## config.mk

```make
export PLATFORM = sky130hd
export DESIGN_NAME = vga_timing_gen
export DESIGN_NICKNAME = d
export VERILOG_FILES = /design/src/rtl/vga_timing_pkg.sv /design/src/rtl/vga_axis_counter.sv /design/src/rtl/vga_timing_gen.sv
export SDC_FILE = /design/constraint.sdc
export NUM_CORES = 1
export LEC_CHECK = 0
export ABC_AREA = 1
export CAP_MARGIN = 5
export CORE_UTILIZATION = 44
export DETAILED_ROUTE_END_ITERATION = 12
export GPL_ROUTABILITY_DRIVEN = 0
export PLACE_DENSITY = 0.7
export SLEW_MARGIN = 20
export SYNTH_ARGS = -nofsm -noshare
export SYNTH_HDL_FRONTEND = slang
export SYNTH_SLANG_ARGS = --single-unit
```

## constraint.sdc

```tcl
create_clock -name disp_clock -period 3.5 [get_ports disp_clock]
set_input_delay 0.525 -clock disp_clock [delete_from_list [all_inputs] [get_ports disp_clock]]
set_output_delay 0.525 -clock disp_clock [all_outputs]
set_load 0.03 [all_outputs]
```

## src/rtl/vga_timing_pkg.sv

```systemverilog
// rtl/vga_timing_pkg.sv - default 640x480@60 raster constants and helpers
package vga_timing_pkg;

    localparam int POS_W        = 10;

    localparam int H_ACTIVE     = 640;
    localparam int H_FP         = 16;
    localparam int H_SYNC       = 96;
    localparam int H_BP         = 48;
    localparam int V_ACTIVE     = 480;
    localparam int V_FP         = 10;
    localparam int V_SYNC       = 2;
    localparam int V_BP         = 33;
    localparam int BLINK_FRAMES = 30;

    function automatic int axis_total(input int active, input int fp, input int sync, input int bp);
        return active + fp + sync + bp;
    endfunction

    localparam int H_TOTAL = axis_total(H_ACTIVE, H_FP, H_SYNC, H_BP);
    localparam int V_TOTAL = axis_total(V_ACTIVE, V_FP, V_SYNC, V_BP);

endpackage

```

## src/rtl/vga_axis_counter.sv

```systemverilog
// rtl/vga_axis_counter.sv - one raster axis: wrap counter, terminal count, sync window
module vga_axis_counter
    import vga_timing_pkg::*;
#(
    parameter int TOTAL      = 800,
    parameter int ACTIVE     = 640,
    parameter int SYNC_START = 656,
    parameter int SYNC_END   = 752
) (
    input  logic             clk,
    input  logic             reset,
    input  logic             step,
    output logic [POS_W-1:0] pos,
    output logic             tc,
    output logic             active_next,
    output logic             sync_n
);

    // One extra bit so a window edge equal to 1024 still compares correctly.
    localparam logic [POS_W-1:0] LAST = POS_W'(TOTAL - 1);
    localparam logic [POS_W:0]   ACT  = (POS_W + 1)'(ACTIVE);
    localparam logic [POS_W:0]   SS   = (POS_W + 1)'(SYNC_START);
    localparam logic [POS_W:0]   SE   = (POS_W + 1)'(SYNC_END);

    logic [POS_W-1:0] next_pos;
    logic [POS_W:0]   next_ext;
    logic             sync_next_n;

    // Next position and the flags it implies, so flags register alongside pos.
    always_comb begin
        tc       = (pos == LAST);
        next_pos = pos;
        if (step) begin
            next_pos = tc ? '0 : pos + 1'b1;
        end
        next_ext    = {1'b0, next_pos};
        active_next = (next_ext < ACT);
        sync_next_n = !((next_ext >= SS) && (next_ext < SE));
    end

    // Reset parks the axis on its last position so the first step lands on 0.
    always_ff @(posedge clk) begin
        if (reset) begin
            pos    <= LAST;
            sync_n <= 1'b1;
        end else begin
            pos    <= next_pos;
            sync_n <= sync_next_n;
        end
    end

endmodule

```

## src/rtl/vga_timing_gen.sv

```systemverilog
// rtl/vga_timing_gen.sv - raster timing generator; VGA_TIMING_BLINK_EN enables cursor blink
module vga_timing_gen
    import vga_timing_pkg::*;
#(
    parameter int H_ACTIVE_P     = H_ACTIVE,
    parameter int H_FP_P         = H_FP,
    parameter int H_SYNC_P       = H_SYNC,
    parameter int H_BP_P         = H_BP,
    parameter int V_ACTIVE_P     = V_ACTIVE,
    parameter int V_FP_P         = V_FP,
    parameter int V_SYNC_P       = V_SYNC,
    parameter int V_BP_P         = V_BP,
    parameter int BLINK_FRAMES_P = BLINK_FRAMES
) (
    input  logic             disp_clock,
    input  logic             reset,
    input  logic             en,
    output logic [POS_W-1:0] h_pos,
    output logic [POS_W-1:0] v_pos,
    output logic             valid_draw,
    output logic             v_blank,
    output logic             h_sync,
    output logic             v_sync,
    output logic             line_start,
    output logic             frame_start,
    output logic [7:0]       frame_count,
    output logic             blink
);

    localparam int HT = axis_total(H_ACTIVE_P, H_FP_P, H_SYNC_P, H_BP_P);
    localparam int VT = axis_total(V_ACTIVE_P, V_FP_P, V_SYNC_P, V_BP_P);

    if (HT > 1024) begin : g_h_too_big
        $error("vga_timing_gen: horizontal total exceeds 1024");
    end
    if (VT > 1024) begin : g_v_too_big
        $error("vga_timing_gen: vertical total exceeds 1024");
    end
    if (BLINK_FRAMES_P < 1) begin : g_blink_bad
        $error("vga_timing_gen: blink period must be at least one frame");
    end

    logic h_tc, v_tc, h_act_next, v_act_next, v_step;
    logic armed;

    assign v_step = en & h_tc;

    vga_axis_counter #(
        .TOTAL      (HT),
        .ACTIVE     (H_ACTIVE_P),
        .SYNC_START (H_ACTIVE_P + H_FP_P),
        .SYNC_END   (H_ACTIVE_P + H_FP_P + H_SYNC_P)
    ) u_h (
        .clk         (disp_clock),
        .reset       (reset),
        .step        (en),
        .pos         (h_pos),
        .tc          (h_tc),
        .active_next (h_act_next),
        .sync_n      (h_sync)
    );

    vga_axis_counter #(
        .TOTAL      (VT),
        .ACTIVE     (V_ACTIVE_P),
        .SYNC_START (V_ACTIVE_P + V_FP_P),
        .SYNC_END   (V_ACTIVE_P + V_FP_P + V_SYNC_P)
    ) u_v (
        .clk         (disp_clock),
        .reset       (reset),
        .step        (v_step),
        .pos         (v_pos),
        .tc          (v_tc),
        .active_next (v_act_next),
        .sync_n      (v_sync)
    );

    // Flags, markers and frame counter, registered from the same next position as the axes.
    // armed marks the wrap out of the reset position, which is not a completed frame.
    always_ff @(posedge disp_clock) begin
        if (reset) begin
            valid_draw  <= 1'b0;
            v_blank     <= 1'b1;
            line_start  <= 1'b0;
            frame_start <= 1'b0;
            frame_count <= 8'd0;
            armed       <= 1'b1;
        end else begin
            line_start  <= en & h_tc;
            frame_start <= en & h_tc & v_tc;
            if (en) begin
                valid_draw <= h_act_next & v_act_next;
                v_blank    <= ~v_act_next;
                armed      <= 1'b0;
                if (h_tc && v_tc && !armed) begin
                    frame_count <= frame_count + 8'd1;
                end
            end
        end
    end

`ifdef VGA_TIMING_BLINK_EN
    localparam int BW = $clog2(BLINK_FRAMES_P + 1);
    logic [BW-1:0] blink_cnt;

    // Toggle blink after every BLINK_FRAMES_P completed frames, on the frame_start cycle.
    always_ff @(posedge disp_clock) begin
        if (reset) begin
            blink_cnt <= '0;
            blink     <= 1'b0;
        end else if (en && h_tc && v_tc && !armed) begin
            if (blink_cnt == BW'(BLINK_FRAMES_P - 1)) begin
                blink_cnt <= '0;
                blink     <= ~blink;
            end else begin
                blink_cnt <= blink_cnt + 1'b1;
            end
        end
    end
`else
    assign blink = 1'b0;
`endif

endmodule
```

==> flow_summary.ini, run 1 <==
[sta]
hold_viol = 0
fin_setup_tns_ps = 0
max_freq_mhz = 444
hold_ws_ps = 481
slew_viol_final = 0
period_needed_ps = 2250
fin_skew_ps = 5.23
fin_crit_sh = 0.643
rsz0062_at_grt = false
setup_viol = 0

[synth]
syn_inst = 297
synth.yosys.warnings = 0
syn_area_per_cell_um2 = 6.49
ys_types = 33
synth_seq_area_share = 0.363
ys_seq_elements = 35
syn_area_um2 = 1930
synth_fp_nets = 304

[power]
p_leak_nw = 1.07
pwr-share-clk = 0.266
ir_worst_vdd_mv = 0.278
seqPwrFrac = 0.393
p_int_w = 0.000759
swShare = 0.381
powerDensity_nw_per_um2 = 506
p_switching_w = 0.000467
combPwrFrac = 0.341

[global_routing]
grt_pass1_vias = 1702
busiest_layer = met2
grt_pass1_wl_um = 7670
grt_usage = 0.225
grtUsageMet1 = 0.302
grt_overflow = 0
gr-usage-met3 = 0.0500
use_met2 = 0.338
antenna_found_initial = 0
grt_max_degree = 23

[finish]
layout.nets = 341
areaGrowthSynthToFinish_pct = 25.7
drive_gt1_frac = 0.0657
antenna_cells = 0
final_common_cell = nand2_1
fin_cells = 385
final_cell_mix = nand2_1 (85), nor2_1 (40), inv_1 (37), clkdlybuf4s50_1 (36), dfxtp_1 (35)
final_util = 0.589

[floorplanning]
initial_utilization = 0.469
die_w_um = 68.2
ioPinCount = 38
coreArea_um2 = 4120
rows = 23
die_area_um2 = 4650
dieHeight_um = 68.2

[clocking]
post_cts_resized = 0
clk_path_buf_depth = 2
clk-insertion-delay-late_ps = 300
post_cts.repair.setup_buffers = 0
cts_sinks = 35
cts-hold-fix-buffers = 0
cts_root_buf = clkbuf_8
htreeDepth = 2
clkTransAtPathRegs_ps = 70
cts_tree = yes
numCtsBuffers = 5

[status]
status = completed

[routing]
via_count = 1912
ant_nets = 0
routed_wl_um = 4490
firstDrtPassIters = 4
routedWlPerCell_um = 11.7
routed_via_density = 4.97
drc = 0
drt_iter0_drc = 123

[worst_setup_path]
cp_max_fo = 14
rrSetupSlack_ps = 1470
startpoint_type = primary input
critPathRequiredTime_ps = 3720
setup.worst_path.end_class = register
crit_arrival_ps = 2470
crit_type = primary input to register

[placed_design]
place.port_buffers = 36
place_inst = 377
detailed_place_hpwl_um = 3320

[worst_hold_path]
min_path_type = register to register

[flow_run]
max_cap_violations = 0
[stage by stage]
stage	setup slack, ps	total power (W)	cell area [µm²]
floorplan	1670	0.000779	1930
global placement	981	0.000907	2320
detailed placement	942	0.000908	2320
CTS	1250	0.00124	2420
global route	1020	0.00131	2420
finish	1250	0.00123	2420
[sequential cells by signal (all words and copies together), names as in the netlist]
signal       count
u_v.pos         10
valid_draw       1
armed            1
u_v.sync_n       1
frame_count      8
line_start       1
v_blank          1
frame_start      1
u_h.pos         10
u_h.sync_n       1
[cells in the mapped netlist]
cell	instances	area share
nand2_1	85	0.17
nor2_1	40	0.078
inv_1	37	0.072
dfxtp_1	35	0.36
nand3_1	18	0.047
o21ai_0	13	0.034
a21oi_1	11	0.029
nand4_1	11	0.036
nor3_1	6	0.016
clkbuf_1	4	0.0078
ha_1	4	0.026
nand3b_1	3	0.012
nor2_2	3	0.0097
xnor2_1	3	0.014
inv_2	2	0.0039
nand2_2	2	0.0065
nor2_4	2	0.012
nor3b_1	2	0.0078
o21ai_1	2	0.0052
a211oi_1	1	0.0039
and2_1	1	0.0032
buf_2	1	0.0026
buf_4	1	0.0039
buf_6	1	0.0058
conb_1	1	0.0019
nand3_2	1	0.0052
nand4_2	1	0.0065
nor3_2	1	0.0052
nor4_1	1	0.0032
o211ai_1	1	0.0039
o21a_1	1	0.0039
or2_2	1	0.0032
xor2_1	1	0.0045
[area by class of cell]
cell class                 count  area (µm²)
inverter                      39         146
multi-input combinational    216        1040
sequential                    35         701
clock inverter                 1        7.51
timing repair buffer          37         368
fill                         400        1690
tap                           50        62.6
clock buffer                   7        96.3
[power by group through the flow]
stage	Combinational (W)	Clock (W)	Sequential [W]
after floorplan	0.000233	0	0.000546
after global placement	0.000417	0	0.000490
after detailed placement	0.000418	0	0.000490
after CTS	0.000421	0.000335	0.000481
after global routing	0.000470	0.000351	0.000488
final	0.000418	0.000326	0.000481
[cell families after synthesis]
family,count (synthesis),share of synthesized area
simple gates,178,0.415
buf+inv,46,0.0960
flops,35,0.363
compound gates,29,0.0792
xor+xnor,4,0.0182
fa+ha+maj,4,0.0260
other cells,1,0.00194
[worst max-delay path, stage by stage]
cell             delay [ps]
clkdlybuf4s50_1         780
nand4_2                 430
nor2_2                  250
nand2_2                 140
o21ai_0                 170
nor3b_1                 180
[worst paths after layout]
path | from | endpoint | cells after the start
worst min register to register | v_blank$_SDFFE_PP1P_ | v_blank$_SDFFE_PP1P_ | 2
worst min-delay path | v_blank$_SDFFE_PP1P_ | v_blank$_SDFFE_PP1P_ | 2
worst max register to register | u_h.pos[0]$_SDFF_PP1_ | frame_count[6]$_SDFFE_PP0P_ | 8
worst max-delay path | en | frame_count[6]$_SDFFE_PP0P_ | 6
[layer usage]
| layer | routed length [µm] | part of all wire |
|---|---|---|
| met5 | 0 | 0 |
| met1 | 2240 | 0.50 |
| met2 | 1920 | 0.43 |
| met3 | 224 | 0.050 |
| met4 | 101 | 0.023 |
(Power assumes the default switching activity.)
==> run 2, diff against run 1 <==
clock period = 2.3 ns   (was 3.5 ns; I/O delays follow)
==> run 2 against run 1 <==
- clock-buffer cell count shrank 1
- final area grew 1.2%
- critical path depth grew 4
- via count shrank 0.42%
- worst hold slack gained 13 ps
- routed wire length shrank 2.3%
- final cell count grew 0.52%
- sequential share of layout area shrank 0.35 points
- utilization grew 0.73 points
- flip-flop and latch count is the same
- clock skew shrank 1.5 ps
- die area is the same
==> flow_summary.ini, run 2 (synthesis gave the netlist of run 1 again) <==
[sta]
fin_skew_ps = 3.70
fin_crit_sh = 0.868
hold_viol = 0
setup_viol = 0
fin_setup_tns_ps = 0
period_needed_ps = 2000
slew_viol_final = 0
rsz0062_at_grt = false
max_freq_mhz = 501

[worst_setup_path]
reg2reg_depth = 10
cpMostUsedCell = nand2_1
crit_arrival_ps = 2150
critPathRequiredTime_ps = 2460
r2r-start = u_h.pos[0]$_SDFF_PP1_
critPathSlowestCell = dfxtp_1
rrSetupSlack_ps = 300
setup.worst_path.end_class = register
path_cells = ha_1, nand2_1, nor2_4, nand3_2, nor2_4, nand2_1, o21ai_0, nand2_1, nor2_1, nand3b_1
crit_type = register to register
cp_top_family = simple AND/OR/NAND/NOR gates
cp_slowest_stage_delay_ps = 410
critPathBufInv = 0
startpoint_type = register
cp_max_fo = 10
timing.rr.end = u_v.sync_n$_SDFF_PP1_

[clocking]
cts_tree = yes
cts_root_buf = clkbuf_8
numCtsBuffers = 5
clk_path_buf_depth = 2
cts_sinks = 35
htreeDepth = 2
clk-insertion-delay-late_ps = 280
clkTransAtPathRegs_ps = 70

[finish]
fillCellCount = 413
final_cell_mix = nand2_1 (85), nor2_1 (40), inv_1 (37), clkdlybuf4s50_1 (36), dfxtp_1 (35)
areaGrowthSynthToFinish_pct = 27.3
final_util = 0.596
layout.nets = 344
top_regs = u_h.pos: 10 flops, u_v.pos: 10 flops, frame_count: 8 flops
final_common_cell = nand2_1
antenna_cells = 0
drive_gt1_frac = 0.0682
multi_input_area_um2 = 1050
fin_cells = 387
seqCellArea_um2 = 701

[routing]
ant_nets = 0
drc = 0
routed_wl_um = 4390
via_count = 1904
routed_via_density = 4.92
firstDrtPassIters = 4
routedWlPerCell_um = 11.3
drt_iter0_drc = 91

[global_routing]
grt_usage = 0.213
grt_pass1_vias = 1713
grt_overflow = 0
grt_max_degree = 22
grt_pass1_wl_um = 7420
antenna_found_initial = 0

[worst_hold_path]
worstHoldPathCells = 2
whs_endpoint = v_blank$_SDFFE_PP1P_
min_path_type = register to register
hold_start = v_blank$_SDFFE_PP1P_

[floorplanning]
rows = 23
ioPinCount = 38
die_area_um2 = 4650
dieHeight_um = 68.2
initial_utilization = 0.469
coreArea_um2 = 4120
die_w_um = 68.2

[power]
p_leak_nw = 1.09
powerDensity_nw_per_um2 = 777
p_total_w = 0.00191
ir_worst_vdd_mv = 0.354

[placed_design]
place_inst = 380
place.port_buffers = 36
detailed_place_hpwl_um = 3260

[status]
status = completed

[flow_run]
max_cap_violations = 0
run 2: cell count changes in the layout (fill, tap and decap cells not counted):
cell / delta
bufinv_16: +1
nand4_4: +1
buf_4: +3
clkinvlp_4: -1
clkbuf_1: +1
nand4_2: -1
clkbuf_8: -2
run 2: metal layers:
layer | vias to the layer above | wire length (µm) | track usage
li1 | 1020 | - | -
met1 | 834 | 2230 | 0.285
met3 | 7 | 173 | 0.0450
met4 | 0 | 51 | 0.0625
met2 | 43 | 1930 | 0.339
met5 | - | 0 | 0
run 2: worst max-delay path by stage:
stage | startpoint | end | slack [ps] | cells past startpoint
5_1_grt | u_v.pos[0]$_SDFF_PP0_ | frame_count[6]$_SDFFE_PP0P_ | 60 | 9
6_report | u_h.pos[0]$_SDFF_PP1_ | u_v.sync_n$_SDFF_PP1_ | 300 | 10
3_5_place_dp | en | u_h.sync_n$_SDFF_PP1_ | 130 | 11
4_1_cts | u_h.pos[0]$_SDFF_PP1_ | frame_count[6]$_SDFFE_PP0P_ | 220 | 8
2_1_floorplan | u_h.pos[0]$_SDFF_PP1_ | u_v.sync_n$_SDFF_PP1_ | 470 | 9
3_3_place_gp | en | u_h.sync_n$_SDFF_PP1_ | 180 | 11
run 2: area by class of cell:
class,instances,share of cell area
Multi-Input combinational cell,216,0.428
Sequential cell,35,0.286
Timing Repair Buffer,40,0.159
Inverter,39,0.0597
Clock buffer,6,0.0296
Tap cell,50,0.0255
Clock inverter,1,0.0122
run 2: worst register-to-register path: stages, from the launching register on:
cell and delay [ps]:
dfxtp_1 410, ha_1 230, nand2_1 100, nor2_4 140, nand3_2 170, nor2_4 260, nand2_1 80, o21ai_0 110
nand2_1 80, nor2_1 180, nand3b_1 110
run 2: per-stage QoR:
stage	worst slack [ps]	instance area [µm²]	hold slack, ps
final	304	2450	494
after detailed placement	130	2340	491
after global routing	63.9	2450	538
after global placement	180	2340	486
after floorplan	475	1930	476
after CTS	217	2440	500
run 2: repair_timing:
item / in CTS / in global routing
hold buffers: 0 / 0
endpoints found under the setup margin: 0 / 1
gates resized for setup: 0 / 1
endpoints found under the hold margin: 0 / 0
setup buffers: 0 / 0
run 2: power by group:
group | switching (W) | total, W | internal (W)
sequential | 0.0000715 | 0.000732 | 0.000661
combinational | 0.000419 | 0.000651 | 0.000232
clock | 0.000205 | 0.000522 | 0.000317
total | 0.000696 | 0.00191 | 0.00121
==> run 3, diff against run 2 <==
PLACE_DENSITY = not set   (was 0.7)
PLACE_DENSITY_LB_ADDON = 0.2   (was not set)
SLEW_MARGIN = 40   (was 20)
==> run 3 against run 2 <==
- register-to-register slack improved by 80 ps
- sequential power decreased by 0.5%
- total power fell by 3.3%
- clock power shrank 11%
- global-route usage rose by 1.2 points
- first-iteration DRC count is 29% higher
- worst setup slack better by 84 ps
- clock-buffer cell count decreased by 1
- maximum frequency increased by 4.4%
- worst hold slack improved by 11 ps
- critical endpoint unchanged
- largest power group unchanged
==> flow_summary.ini, run 3 (synthesis gave the netlist of run 1 again) <==
[status]
status = completed

[finish]
antenna_cells = 0
top_regs = u_h.pos: 10 flops, u_v.pos: 10 flops, frame_count: 8 flops
layout.nets = 345
final_common_cell = nand2_1
final_cell_mix = nand2_1 (85), nor2_1 (40), inv_1 (37), clkdlybuf4s50_1 (36), dfxtp_1 (35)
areaGrowthSynthToFinish_pct = 26.5
drive_gt1_frac = 0.0767
fin_cells = 389

[global_routing]
grt_max_degree = 22
grt_overflow = 0
antenna_found_initial = 0
grt_pass1_vias = 1800
grt_usage = 0.224
grt_pass1_wl_um = 7730

[flow_run]
max_cap_violations = 0

[sta]
period_needed_ps = 1910
rsz0062_at_grt = false
slew_viol_final = 0
hold_viol = 0
fin_crit_sh = 0.831
fin_skew_ps = 5.36
setup_viol = 0
max_freq_mhz = 523
fin_setup_tns_ps = 0

[clocking]
cts_tree = yes
cts_root_buf = clkbuf_8
clkTransAtPathRegs_ps = 80
numCtsBuffers = 5
post_cts.repair.setup_buffers = 0
cts-hold-fix-buffers = 0
htreeDepth = 2
clk-insertion-delay-late_ps = 300
cts_sinks = 35
post_cts_resized = 0
clk_path_buf_depth = 2

[worst_setup_path]
crit_start = u_h.pos[0]$_SDFF_PP1_
critPathRequiredTime_ps = 2490
cp_max_fo = 11
cp_top_family = simple AND/OR/NAND/NOR gates
setup.worst_path.end_class = register
path_cells = ha_1, nand2_1, nor2_4, nand4_2, buf_4, o21ai_1, nand2_1, nor2_1, nand3b_1
critPathBufInv = 1
crit_arrival_ps = 2100
r2r-start = u_h.pos[0]$_SDFF_PP1_
cpMostUsedCell = nand2_1
cp_slowest_stage_delay_ps = 410
critPathSlowestCell = dfxtp_1
rrSetupSlack_ps = 390
crit_type = register to register
startpoint_type = register

[routing]
ant_nets = 0
drt_iter0_drc = 117
drc = 0
routed_via_density = 4.95
via_count = 1927
routed_wl_um = 4570
firstDrtPassIters = 4
routedWlPerCell_um = 11.7

[placed_design]
place.port_buffers = 36
place_inst = 381
detailed_place_hpwl_um = 3370

[power]
ir_worst_vdd_mv = 0.339
powerDensity_nw_per_um2 = 756
p_total_w = 0.00184
p_leak_nw = 1.08

[floorplanning]
dieHeight_um = 68.2
initial_utilization = 0.469
coreArea_um2 = 4120
die_w_um = 68.2
die_area_um2 = 4650
ioPinCount = 38
rows = 23

[worst_hold_path]
min_path_type = register to register
hold_start = frame_count[7]$_SDFFE_PP0P_
run 3: cell types whose count changed in the layout (fill, tap and decap cells not counted):
cell	change
nand4_2	+1
nand4_4	-1
clkinvlp_4	+2
clkbuf_1	-1
buf_4	+1
bufinv_16	-1
clkinv_2	+1
run 3: cell type report:
class / instances / area, µm²
Clock buffer: 5 / 68.8
Clock inverter: 3 / 20.0
Fill cell: 425 / 1680
Inverter: 39 / 146
Multi-Input combinational cell: 216 / 1040
Sequential cell: 35 / 701
Tap cell: 50 / 62.6
Timing Repair Buffer: 41 / 398
run 3: worst register-to-register path: cells and delay by family, from the launching register on:
| kind | cells | cell delay (ps) |
|---|---|---|
| adders and majority gates | 1 | 220 |
| buffers and inverters | 1 | 230 |
| DFF | 1 | 410 |
| and+or+nand+nor | 6 | 740 |
| AOI/OAI and AO/OA | 1 | 180 |
run 3: routing by layer:
layer	part of all wire	GRT usage	vias up
met2	0.45	0.368	40
met3	0.044	0.0500	6
met1	0.49	0.281	856
met5	0	0	-
met4	0.015	0.0911	0
li1	-	-	1025
run 3: where the power goes:
part	switching [W]	internal (W)
Clock	0.000253	0.000211
Combinational	0.000419	0.000233
Sequential	0.0000676	0.000660
run 3: final timing paths:
path | endpoint | cells past startpoint
worst max-delay path | u_v.sync_n$_SDFF_PP1_ | 9
worst min-delay path | frame_count[7]$_SDFFE_PP0P_ | 2
worst max register to register | u_v.sync_n$_SDFF_PP1_ | 9
worst min register to register | frame_count[7]$_SDFFE_PP0P_ | 2
run 3: metrics by stage:
step                      setup slack, ps  instance area [µm²]   util  hold WS, ps
final                                 389                 2440  0.593          505
after global routing                  234                 2440  0.593          538
after CTS                             383                 2440  0.593          506
after detailed placement              178                 2350  0.571          486
after global placement                255                 2350  0.571          487
after floorplan                       475                 1930      -          476
